### config.mk
export PLATFORM = sky130hd
export DESIGN_NAME = lu_arbiter
export DESIGN_NICKNAME = d
export VERILOG_FILES = /design/src/rtl/lu_arbiter.sv
export SDC_FILE = /design/constraint.sdc
export NUM_CORES = 1
export LEC_CHECK = 0
export CAP_MARGIN = 20
export CORE_MARGIN = 5
export CORE_UTILIZATION = 30
export DETAILED_ROUTE_END_ITERATION = 6
export DONT_BUFFER_PORTS = 1
export PLACE_DENSITY = 0.41
export SYNTH_ARGS = -nofsm -noshare
export SYNTH_HDL_FRONTEND = slang
export SYNTH_SLANG_ARGS = --single-unit
### constraint.sdc
create_clock -name clk -period 3 [get_ports clk]
set_input_delay 0.9 -clock clk [delete_from_list [all_inputs] [get_ports clk]]
set_output_delay 0.9 -clock clk [all_outputs]
set_load 0.02 [all_outputs]
### src/rtl/lu_arbiter.sv
`default_nettype none
// ============================================================================
// Module   : lu_arbiter
// Purpose  : Round-robin arbiter/sequencer sharing one registered AND/OR
//            logic unit among N requesters. A grant latches the winner's
//            operands, the result is computed one cycle later and a
//            one-cycle done pulse marks it valid.
// Ports    : clk, rst_n (async, active-low)
//            req[N]        level-sensitive request lines
//            a_in/b_in     N packed W-bit operands, requester k at [k*W +: W]
//            chave_in[N]   per-requester select, 1 = AND, 0 = OR
//            grant[N]      registered one-hot grant
//            s_out[W]      registered result of the last transaction
//            done          one-cycle completion pulse
//            busy          high whenever the FSM is not idle
//            ops_served    16-bit wrapping completed-transaction count
// Revision : 1.0 - initial release
// ============================================================================
module lu_arbiter #(
  parameter int N = 4,
  parameter int W = 8
) (
  input  logic           clk,
  input  logic           rst_n,
  input  logic [N-1:0]   req,
  input  logic [N*W-1:0] a_in,
  input  logic [N*W-1:0] b_in,
  input  logic [N-1:0]   chave_in,
  output logic [N-1:0]   grant,
  output logic [W-1:0]   s_out,
  output logic           done,
  output logic           busy,
  output logic [15:0]    ops_served
);

  localparam int PW = (N > 1) ? $clog2(N) : 1;

  localparam logic [1:0] c_idle = 2'd0;
  localparam logic [1:0] c_exec = 2'd1;
  localparam logic [1:0] c_done = 2'd2;

  logic [1:0]    r_state;
  logic [PW-1:0] r_ptr;
  logic [PW-1:0] r_idx;
  logic [N-1:0]  r_grant;
  logic [W-1:0]  r_a;
  logic [W-1:0]  r_b;
  logic          r_chave;
  logic [W-1:0]  r_s;
  logic [15:0]   r_cnt;

  logic [2*N-1:0] w_dbl;
  logic [N-1:0]   w_rot;
  logic           w_found;
  logic [PW-1:0]  w_off;
  logic [PW:0]    w_sum;
  logic [PW-1:0]  w_sel;
  logic [N-1:0]   w_onehot;
  logic [W-1:0]   w_a;
  logic [W-1:0]   w_b;
  logic           w_chave;

  // Rotate requests so that bit 0 corresponds to requester ptr; the lowest
  // set bit of the rotated vector is then the round-robin winner.
  assign w_dbl = {req, req};
  assign w_rot = N'(w_dbl >> r_ptr);

  always_comb begin
    w_found = 1'b0;
    w_off   = '0;
    for (int i = N - 1; i >= 0; i--) begin
      if (w_rot[i]) begin
        w_found = 1'b1;
        w_off   = PW'(i);
      end
    end
  end

  // Undo the rotation: winner index = (ptr + offset) mod N.
  assign w_sum    = {1'b0, r_ptr} + {1'b0, w_off};
  assign w_sel    = (w_sum >= (PW+1)'(N)) ? PW'(w_sum - (PW+1)'(N)) : w_sum[PW-1:0];
  assign w_onehot = {{(N-1){1'b0}}, 1'b1} << w_sel;

  always_comb begin
    w_a     = '0;
    w_b     = '0;
    w_chave = 1'b0;
    for (int i = 0; i < N; i++) begin
      if (w_sel == PW'(i)) begin
        w_a     = a_in[i*W +: W];
        w_b     = b_in[i*W +: W];
        w_chave = chave_in[i];
      end
    end
  end

  always_ff @(posedge clk or negedge rst_n) begin
    if (!rst_n) begin
      r_state <= c_idle;
      r_ptr   <= '0;
      r_idx   <= '0;
      r_grant <= '0;
      r_a     <= '0;
      r_b     <= '0;
      r_chave <= 1'b0;
      r_s     <= '0;
      r_cnt   <= '0;
    end else begin
      case (r_state)
        c_idle: begin
          if (w_found) begin
            r_grant <= w_onehot;
            r_idx   <= w_sel;
            r_a     <= w_a;
            r_b     <= w_b;
            r_chave <= w_chave;
            r_state <= c_exec;
          end
        end
        c_exec: begin
          r_s     <= r_chave ? (r_a & r_b) : (r_a | r_b);
          r_state <= c_done;
        end
        c_done: begin
          // The requester just served drops to lowest priority.
          r_grant <= '0;
          r_ptr   <= (r_idx == PW'(N - 1)) ? '0 : r_idx + PW'(1);
          r_cnt   <= r_cnt + 16'd1;
          r_state <= c_idle;
        end
        default: begin
          r_grant <= '0;
          r_state <= c_idle;
        end
      endcase
    end
  end

  // Outputs are decodes of registers only, never of req.
  assign grant      = r_grant;
  assign s_out      = r_s;
  assign done       = (r_state == c_done);
  assign busy       = (r_state != c_idle);
  assign ops_served = r_cnt;

endmodule
`default_nettype wire

==> impl_metrics.toml, run 1 <==
[run_status]
outcome = "completed"

[cells_and_area]
diodes = 0
area_growth_pct = 7.51
drive_above_1_share_pct = 11.3
final_cell_area_um2 = 2970
nets = 350
fin_util_pct = 32.7

[sta]
drv_slew = 0
skew_ps = 5.09
hold_violations = 0
setup_viol = 0
worst_pin_slew_ps = 831
setup_tns_ps = 0
hold_slack_ps = 280
fin_crit_ps = 2560
slew_headroom_pct = 44.6
rsz0062_at_grt = "false"
fmax_mhz = 390
finalCritPeriodShare_pct = 85.5

[synth]
synth_area_leaders = "dfrtp_1 (46%), o221ai_1 (5.4%), a32oi_1 (5.1%)"
syn_inst = 275
synth.ff_latch_count = 51
ys_warn_count = 0
synthAdderAreaFrac_pct = 1.72
yosys.area_share.simple_pct = 14.4
yosys.area.top_type_share_pct = 46.1
synth_ff_type = "dfrtp_1"
synth_edf_count = 0
yosysSeqAreaShare_pct = 46.1
synth_common_cells = "dfrtp_1 (51), nand2_1 (37), o21ai_0 (25)"
syn-num-nets = 352
synth.most_common_cell = "dfrtp_1"
syn_area_per_cell_um2 = 10.1
synth_top_family_by_area = "compound AO/OA/AOI/OAI gates"
synthXorXnorAreaFrac_pct = 5.07
synth-compound-area-share_pct = 23.9
synth_mux_area_share_pct = 3.44
syn-cell-area_um2 = 2770
synth_top_area_cell = "dfrtp_1"
synthArstFlopShare_pct = 100
ys_types = 46

[grt]
antenna_found_initial = 0
overflow = 0
met1_usage_pct = 20.2
grt.busiest_layer = "met1"
grt_pass1_vias = 2015
track_usage_pct = 13.5
grt_max_degree = 52
globalRouteMet3Util_pct = 3.76
grt_pass1_wl_mm = 11.9
gr-usage-met2_pct = 19.2

[clock_tree]
clk_pin_slew_ps = 100
numCtsBuffers = 5
cts-root-buf = "clkbuf_8"
postCtsSetupRepairBufs = 0
htree_levels = 2
clock-sinks = 51
cts_buffer_depth = 2
postCtsResizedCells = 0
worstSkewPairLatency_ps = 300
cts_hold_buf = 0
cts_tree = "yes"

[floorplan]
core_area_um2 = 9110
ios = 104
die_h_um = 106
fp.dieArea_um2 = 11200
start_util_pct = 30.4
rows = 35
die_x_um = 106

[placed_design]
portBuffers = 0
place_congestion = 0.718
dpl_cell_area_um2 = 2890
dpl.hpwl_mm = 5.62

[route]
vias = 2059
dr.pass1.iters = 4
first_iter_violations = 108
wl_per_cell_um = 20.0
drc = 0
via_per_inst = 5.35
ant_nets = 0
drt-total-wl_mm = 7.69

[worst_setup_path]
cp.required_ps = 3190
cp_max_fo = 17
endpoint_kind = "flop"
arrival_ps = 2750
worstSetupPathType = "in -> reg"
crit_start = "req[3]"
regToRegEndpoint = "r_a[6]"
critPathCapture = "r_b[5]"
rr_startpoint = "r_ptr[0]"
r2r_cells = 8
ff2ff_setup_slack_ps = 450
cp-start-kind = "input pin"

[power_and_ir_drop]
power_w = 0.00391
power.density_nw_per_um2 = 1310
leakage_nw = 1.21
ir_worst_vdd_mv = 0.763

[min_path]
min_path_type = "in -> async"

[job]
maxCapViolations = 0
metal layers:
layer  part of all wire [%]  vias to the layer above
met2                     44                       78
li1                       -                     1010
met3                    6.8                        5
met5                      0                        -
met1                     48                      966
met4                    1.1                        0
worst min-delay path by stage:
stage               startpoint              to  slack, ps
floorplan             r_idx[1]        r_idx[1]        450
global placement      r_idx[1]        r_idx[1]        480
detailed placement    r_idx[1]        r_idx[1]        490
CTS                      rst_n  ops_served[11]        270
global route             rst_n  ops_served[11]        260
finish                   rst_n  ops_served[11]        280
per-stage QoR:
step	instances	setup WS (ps)
3_5_place_dp	377	92.2
5_1_grt	385	107
2_1_floorplan	275	208
6_report	385	435
4_1_cts	385	401
3_3_place_gp	377	116
worst max-delay path, cell delays in order:
cell	delay [ps]
inv_1	40
o311ai_0	240
o21ai_0	130
o221ai_1	90
ha_1	190
xor2_1	290
a31oi_2	90
or2_1	310
buf_12	170
a32oi_1	180
o21ai_0	110
sequential cells by signal, indices dropped and copies added, names as in the netlist:
signal,flops
grant,4
r_ptr,2
r_a,8
s_out,8
r_idx,2
r_b,8
r_state,2
ops_served,16
r_chave,1
final cells by class:
cell class | instances | area [um^2]
Tap cell | 111 | 139
Inverter | 4 | 15.0
Timing Repair Buffer | 11 | 120
Clock inverter | 1 | 5.00
Clock buffer | 7 | 76.3
Fill cell | 959 | 6130
Sequential cell | 51 | 1280
Multi-Input combinational cell | 200 | 1340
report_power, final:
group | total (W) | switching [W] | internal (W)
clock network | 0.000397 | 0.000233 | 0.000165
registers | 0.00137 | 0.000401 | 0.000965
logic | 0.00215 | 0.00120 | 0.000949
total | 0.00391 | 0.00183 | 0.00208
placed cells by master, fill, tap and decap left out, types with 2 or more instances in the layout:
cell type and n:
clkbuf_8 5, buf_12 3, xor2_1 5, and3_1 3, o21ai_1 10, a21boi_0 16
nor2_1 10, xnor2_1 11, a22o_1 2, nand4_1 3, mux2_2 5, a32oi_1 16
nor3_1 2, nand3_1 7, dfrtp_1 51, ha_1 3, nand2b_1 2, nor3b_1 2
nor2b_1 4, nand2_1 37, inv_1 4, o221ai_1 17, buf_4 8, o21ai_0 25
or2_1 2, clkbuf_1 2
cells by family after synthesis:
group           Yosys count
compound gates           93
xor+xnor                 16
fa+ha+maj                 4
buf+inv                  24
flops                    51
mux                       8
simple gates             79
Power figures use the tool's default switching activity.
==> run 2, diff against run 1 <==
==> constraint.sdc (replaced) <==
create_clock -name clk -period 3 [get_ports clk]
set_input_delay 0 -clock clk [delete_from_list [all_inputs] [get_ports clk]]
set_output_delay 0 -clock clk [all_outputs]
set_load 0.02 [all_outputs]
==> run 2 against run 1 <==
- cell count is 16% higher
- die area unchanged
- largest cell class unchanged
- register-to-register slack worse by 160 ps
- sequential power is essentially flat
- critical path type is now reg -> reg
==> impl_metrics.toml, run 2 (synthesis gave the netlist of run 1 again) <==
[run_status]
outcome = "completed"

[sta]
skew_ps = 9.77
fmax_mhz = 369
slew_headroom_pct = 45.8
setup_tns_ps = 0
finalCritPeriodShare_pct = 90.4
setup_viol = 0
hold_violations = 0
worst_pin_slew_ps = 813
fin_crit_ps = 2710
finalWorstSetupSlack_ps = 287
drv_slew = 0
rsz0062_at_grt = "false"

[route]
maxUsedRoutingLayer = "met4"
dr_wl_met2_mm = 4.05
via_per_inst = 5.28
vias = 2367
wl_per_cell_um = 18.8
dr.pass1.iters = 4
drc = 0
drt-total-wl_mm = 8.44
ant_nets = 0
drt-met1-wl_mm = 3.67
dr_wl_met3_um = 600
first_iter_violations = 135

[min_path]
min_path_type = "in -> reg"
min_from = "a_in[16]"
hold_path_end = "r_a[0]"
min_path_cells = 2

[worst_setup_path]
cp-start-kind = "flop"
arrival_ps = 2950
r2r_cells = 8
worstSetupPathType = "reg -> reg"
rr_startpoint = "r_ptr[0]"
cp_max_fo = 19
cp.required_ps = 3230
crit_family = "simple AND/OR/NAND/NOR gates"
cp_slowest_cell = "and2_1"
regToRegEndpoint = "r_a[2]"
ff2ff_setup_slack_ps = 290
cpPeakStageDelay_ps = 720
endpoint_kind = "flop"
critical_path.cell_chain = "nand2b_1 > o22ai_1 > o21ai_0 > o221ai_1 > ha_1 > and2_1 > a32oi_1 > o21ai_1"
crit_buf_inv = 0

[clock_tree]
postCtsResizedCells = 0
htree_levels = 2
cts_tree = "yes"
worstSkewPairLatency_ps = 300
clock-sinks = 51
cts_buffer_depth = 2
clk_pin_slew_ps = 90
numCtsBuffers = 5
cts-root-buf = "clkbuf_8"

[placed_design]
placed_cells = 375
dpl.hpwl_mm = 5.63
portBuffers = 0
place_congestion = 0.756
place_ws_ps = 282

[floorplan]
rows = 35
fp.dieArea_um2 = 11200
ios = 104
core_area_um2 = 9110
die_x_um = 106
start_util_pct = 30.4
die_h_um = 106

[grt]
track_usage_pct = 14.8
grt_pass1_wl_mm = 13.2
antenna_found_initial = 0
grt_pass1_vias = 2483
grt_max_degree = 52
overflow = 0

[job]
maxCapViolations = 0

[power_and_ir_drop]
comb_power_share_pct = 54.3
leakage_nw = 1.47
p_sw_w = 0.00186
p_int_w = 0.00202
ir_worst_vdd_mv = 0.666
pwr-share-clk_pct = 10.5
p_sw_share_pct = 47.9
pwr-share-seq_pct = 35.3
power.density_nw_per_um2 = 1070

[cells_and_area]
seqCellArea_um2 = 1280
layout_common_cells = "dlygate4sd3_1 (65), dfrtp_1 (51), nand2_1 (37), o21ai_0 (25), o221ai_1 (17)"
layout_commonest_cell = "dlygate4sd3_1"
largest_reg_flops = 16
diodes = 0
multi_input_area_um2 = 1340
drive_above_1_share_pct = 9.20
nets = 414
area_growth_pct = 30.3
fillerInstances = 935
fin_util_pct = 39.6
finalNonFillerCells = 448
-- run 2: cell types whose count changed in the layout (fill, tap and decap cells not counted) --
cell and change:
buf_12 -3, buf_16 +1, buf_4 +1, clkbuf_1 -2, clkbuf_8 +1, dlygate4sd3_1 +65
-- run 2: area by class of cell --
cell class                      instances  share of cell area (%)
Clock inverter                          1                   0.139
Multi-Input combinational cell        200                    37.2
Tap cell                              111                    3.85
Clock buffer                            6                    2.29
Sequential cell                        51                    35.4
Timing Repair Buffer                   75                    20.7
Inverter                                4                   0.416
-- run 2: layer usage --
metal | vias up | GRT usage [%]
met5 | - | 0
met3 | 8 | 4.01
li1 | 1133 | -
met1 | 1146 | 19.2
met4 | 0 | 4.81
met2 | 80 | 24.0
-- run 2: worst register-to-register path: stages (launching register included) --
cell,delay (ps)
dfrtp_1,530
nand2b_1,160
o22ai_1,70
o21ai_0,140
o221ai_1,130
ha_1,530
and2_1,730
a32oi_1,240
o21ai_1,130
-- run 2: through the flow --
stage               instance area [um^2]  hold slack, ps  total power [W]
floorplan                           2770            -296          0.00294
global placement                    2840            -294          0.00336
detailed placement                  2840            -294          0.00341
CTS                                 3590            9.34          0.00390
global route                        3610            8.06          0.00423
finish                              3610            7.34          0.00388
-- run 2: timing repair --
action,4_1_cts,5_1_grt
endpoints found under the hold margin,68,2
buffers inserted,0,0
hold buffers,64,2
-- run 2: worst max path at each step --
stage | cells past startpoint | endpoint | startpoint | slack (ps)
3_3_place_gp | 10 | r_b[6] | r_ptr[0] | 380
3_5_place_dp | 8 | r_b[6] | r_ptr[0] | 280
4_1_cts | 8 | r_b[6] | r_ptr[0] | 270
5_1_grt | 8 | r_a[2] | r_ptr[0] | 10
6_report | 8 | r_a[2] | r_ptr[0] | 290
2_1_floorplan | 12 | r_a[2] | r_ptr[0] | 600
-- run 2: power by group through the flow --
stage / clock (W) / combinational (W) / sequential (W)
6_report: 0.000406 / 0.00210 / 0.00137
5_1_grt: 0.000461 / 0.00235 / 0.00141
4_1_cts: 0.000424 / 0.00210 / 0.00138
3_5_place_dp: 0 / 0.00202 / 0.00139
3_3_place_gp: 0 / 0.00198 / 0.00138
2_1_floorplan: 0 / 0.00169 / 0.00125
==> run 3, diff against run 2 <==
--- a/config.mk
+++ b/config.mk
@@ -8,6 +8,7 @@
 export CAP_MARGIN = 20
 export CORE_MARGIN = 5
 export CORE_UTILIZATION = 30
+export CTS_BUF_LIST = sky130_fd_sc_hd__clkbuf_4 sky130_fd_sc_hd__clkbuf_8 sky130_fd_sc_hd__clkbuf_16
 export DETAILED_ROUTE_END_ITERATION = 6
 export DONT_BUFFER_PORTS = 1
 export PLACE_DENSITY = 0.41
==> constraint.sdc (replaced) <==
create_clock -name clk -period 3.1 [get_ports clk]
set_input_delay 0 -clock clk [delete_from_list [all_inputs] [get_ports clk]]
set_output_delay 0 -clock clk [all_outputs]
set_load 0.02 [all_outputs]
==> run 3 against run 2 <==
- count of clock-buffer cells in the layout grew 1
- register-to-register slack worse by 40 ps
- clock power is 5.9% higher
- critical path depth rose by 3
==> impl_metrics.toml, run 3 (synthesis gave the netlist of run 1 again) <==
[grt]
overflow = 0
gr-usage-met2_pct = 24.2
antenna_found_initial = 0
met1_usage_pct = 19.2
grt_pass1_vias = 2456
track_usage_pct = 14.8
grt_pass1_wl_mm = 13.2
globalRouteMet3Util_pct = 4.07
grt_max_degree = 52
grt.busiest_layer = "met2"

[power_and_ir_drop]
p_sw_w = 0.00184
power.density_nw_per_um2 = 1080
p_sw_share_pct = 45.8
p_int_w = 0.00218
leakage_nw = 1.50
ir_worst_vdd_mv = 0.405
pwr-share-seq_pct = 33.1
comb_power_share_pct = 56.2
pwr-share-clk_pct = 10.7

[min_path]
min_path_type = "in -> reg"
min_path_cells = 3

[sta]
finalCritPeriodShare_pct = 91.9
fmax_mhz = 351
hold_violations = 0
slew_headroom_pct = 47.3
setup_tns_ps = 0
drv_slew = 0
worst_pin_slew_ps = 790
setup_viol = 0
finalWorstSetupSlack_ps = 251
skew_ps = 10.1
fin_crit_ps = 2850
rsz0062_at_grt = "false"

[worst_setup_path]
crit_start = "r_ptr[0]"
critical_path_depth = 11
arrival_ps = 3090
cpPeakStageDelay_ps = 590
crit_family = "buffers and inverters"
critPathCapture = "r_b[7]"
endpoint_kind = "flop"
cp_slowest_cell = "dlygate4sd3_1"
worstSetupPathType = "reg -> reg"
rr_startpoint = "r_ptr[0]"
cp.required_ps = 3340
cp-start-kind = "flop"
cp_max_fo = 12
r2r_cells = 11
crit_path_frequent_cell = "o221ai_1"
ff2ff_setup_slack_ps = 250
critical_path.cell_chain = "nand2b_1 > o22ai_1 > o21ai_0 > o221ai_1 > ha_2 > nor2_1 > mux2i_2 > buf_4 > o221ai_1 > dlygate4sd3_1 > o21ai_1"
regToRegEndpoint = "r_b[7]"
crit_buf_inv = 2

[placed_design]
place_ws_ps = 394
place_congestion = 0.757
dpl.hpwl_mm = 5.66
portBuffers = 0

[route]
drc = 0
dr.pass1.iters = 4
ant_nets = 0
via_per_inst = 5.31
wl_per_cell_um = 18.6
vias = 2406
drt-total-wl_mm = 8.42
first_iter_violations = 118

[floorplan]
die_x_um = 106
rows = 35
ios = 104
die_h_um = 106
start_util_pct = 30.4
core_area_um2 = 9110
fp.dieArea_um2 = 11200

[clock_tree]
htree_levels = 2
cts_tree = "yes"
clock-sinks = 51
worstSkewPairLatency_ps = 310
clk_pin_slew_ps = 100
cts-root-buf = "clkbuf_8"
cts_buffer_depth = 2
numCtsBuffers = 5

[job]
maxCapViolations = 0

[cells_and_area]
layout_common_cells = "dlygate4sd3_1 (67), dfrtp_1 (49), nand2_1 (37), o21ai_0 (25), o221ai_1 (17)"
area_growth_pct = 34.2
nets = 418
drive_above_1_share_pct = 11.4
largest_reg_flops = 16
diodes = 0
layout_commonest_cell = "dlygate4sd3_1"

[run_status]
outcome = "completed"
==> run 3: changes by cell type in the layout (fill, tap and decap cells not counted), sizes merged <==
cell,change
buf,+2
clkinv,-1
dlygate4sd3,+2
clkinvlp,+1
clkbuf,+1
==> run 3: worst min-delay path by stage <==
stage | startpoint | to | slack [ps]
floorplan | rst_n | grant[0] | -300
global placement | rst_n | ops_served[11] | -290
detailed placement | rst_n | ops_served[11] | -290
CTS | b_in[25] | r_b[1] | 8
global route | b_in[25] | r_b[1] | 20
finish | b_in[25] | r_b[1] | 20
==> run 3: per-stage QoR <==
| step | total power, W | instances | hold slack (ps) | utilization (%) | instance area (um^2) |
|---|---|---|---|---|---|
| after detailed placement | 0.00332 | 374 | -294 | 31.2 | 2850 |
| after global placement | 0.00329 | 374 | -294 | 31.2 | 2850 |
| after floorplan | 0.00284 | 275 | -296 | - | 2770 |
| final | 0.00402 | 453 | 23.5 | 40.8 | 3710 |
| after global routing | 0.00437 | 453 | 23.4 | 40.8 | 3710 |
| after CTS | 0.00390 | 449 | 8.29 | 39.9 | 3640 |
==> run 3: area by class of cell <==
class	instances	area (um^2)
Fill cell	891	5400
Multi-Input combinational cell	200	1370
Sequential cell	51	1280
Timing Repair Buffer	79	806
Tap cell	111	139
Clock buffer	7	96.3
Inverter	4	15.0
Clock inverter	1	7.51
==> run 3: per-layer routing <==
| metal | part of all wire [%] | routed length, um |
|---|---|---|
| met3 | 6.4 | 541 |
| met4 | 0.94 | 79 |
| met2 | 48 | 4010 |
| met5 | 0 | 0 |
| met1 | 45 | 3790 |
==> run 3: power by group through the flow <==
| stage | clock network, W | logic [W] | registers [W] |
|---|---|---|---|
| after global routing | 0.000480 | 0.00250 | 0.00138 |
| final | 0.000430 | 0.00226 | 0.00133 |
| after detailed placement | 0 | 0.00198 | 0.00134 |
| after floorplan | 0 | 0.00163 | 0.00121 |
| after global placement | 0 | 0.00195 | 0.00134 |
| after CTS | 0.000451 | 0.00212 | 0.00133 |
==> run 3: worst register-to-register path, cell delays in order, from the launching register on <==
cell and delay [ps]:
dfrtp_2 480, nand2b_1 130, o22ai_1 60, o21ai_0 160, o221ai_1 140, ha_2 490, nor2_1 90, mux2i_2 200
buf_4 200, o221ai_1 140, dlygate4sd3_1 600, o21ai_1 110
==> run 3: timing repair <==
item / in CTS / in global routing
setup endpoints to repair: 0 / 9
setup buffers: 0 / 3
resized for setup: 0 / 7
hold endpoints to repair: 68 / 1
hold buffers: 67 / 1
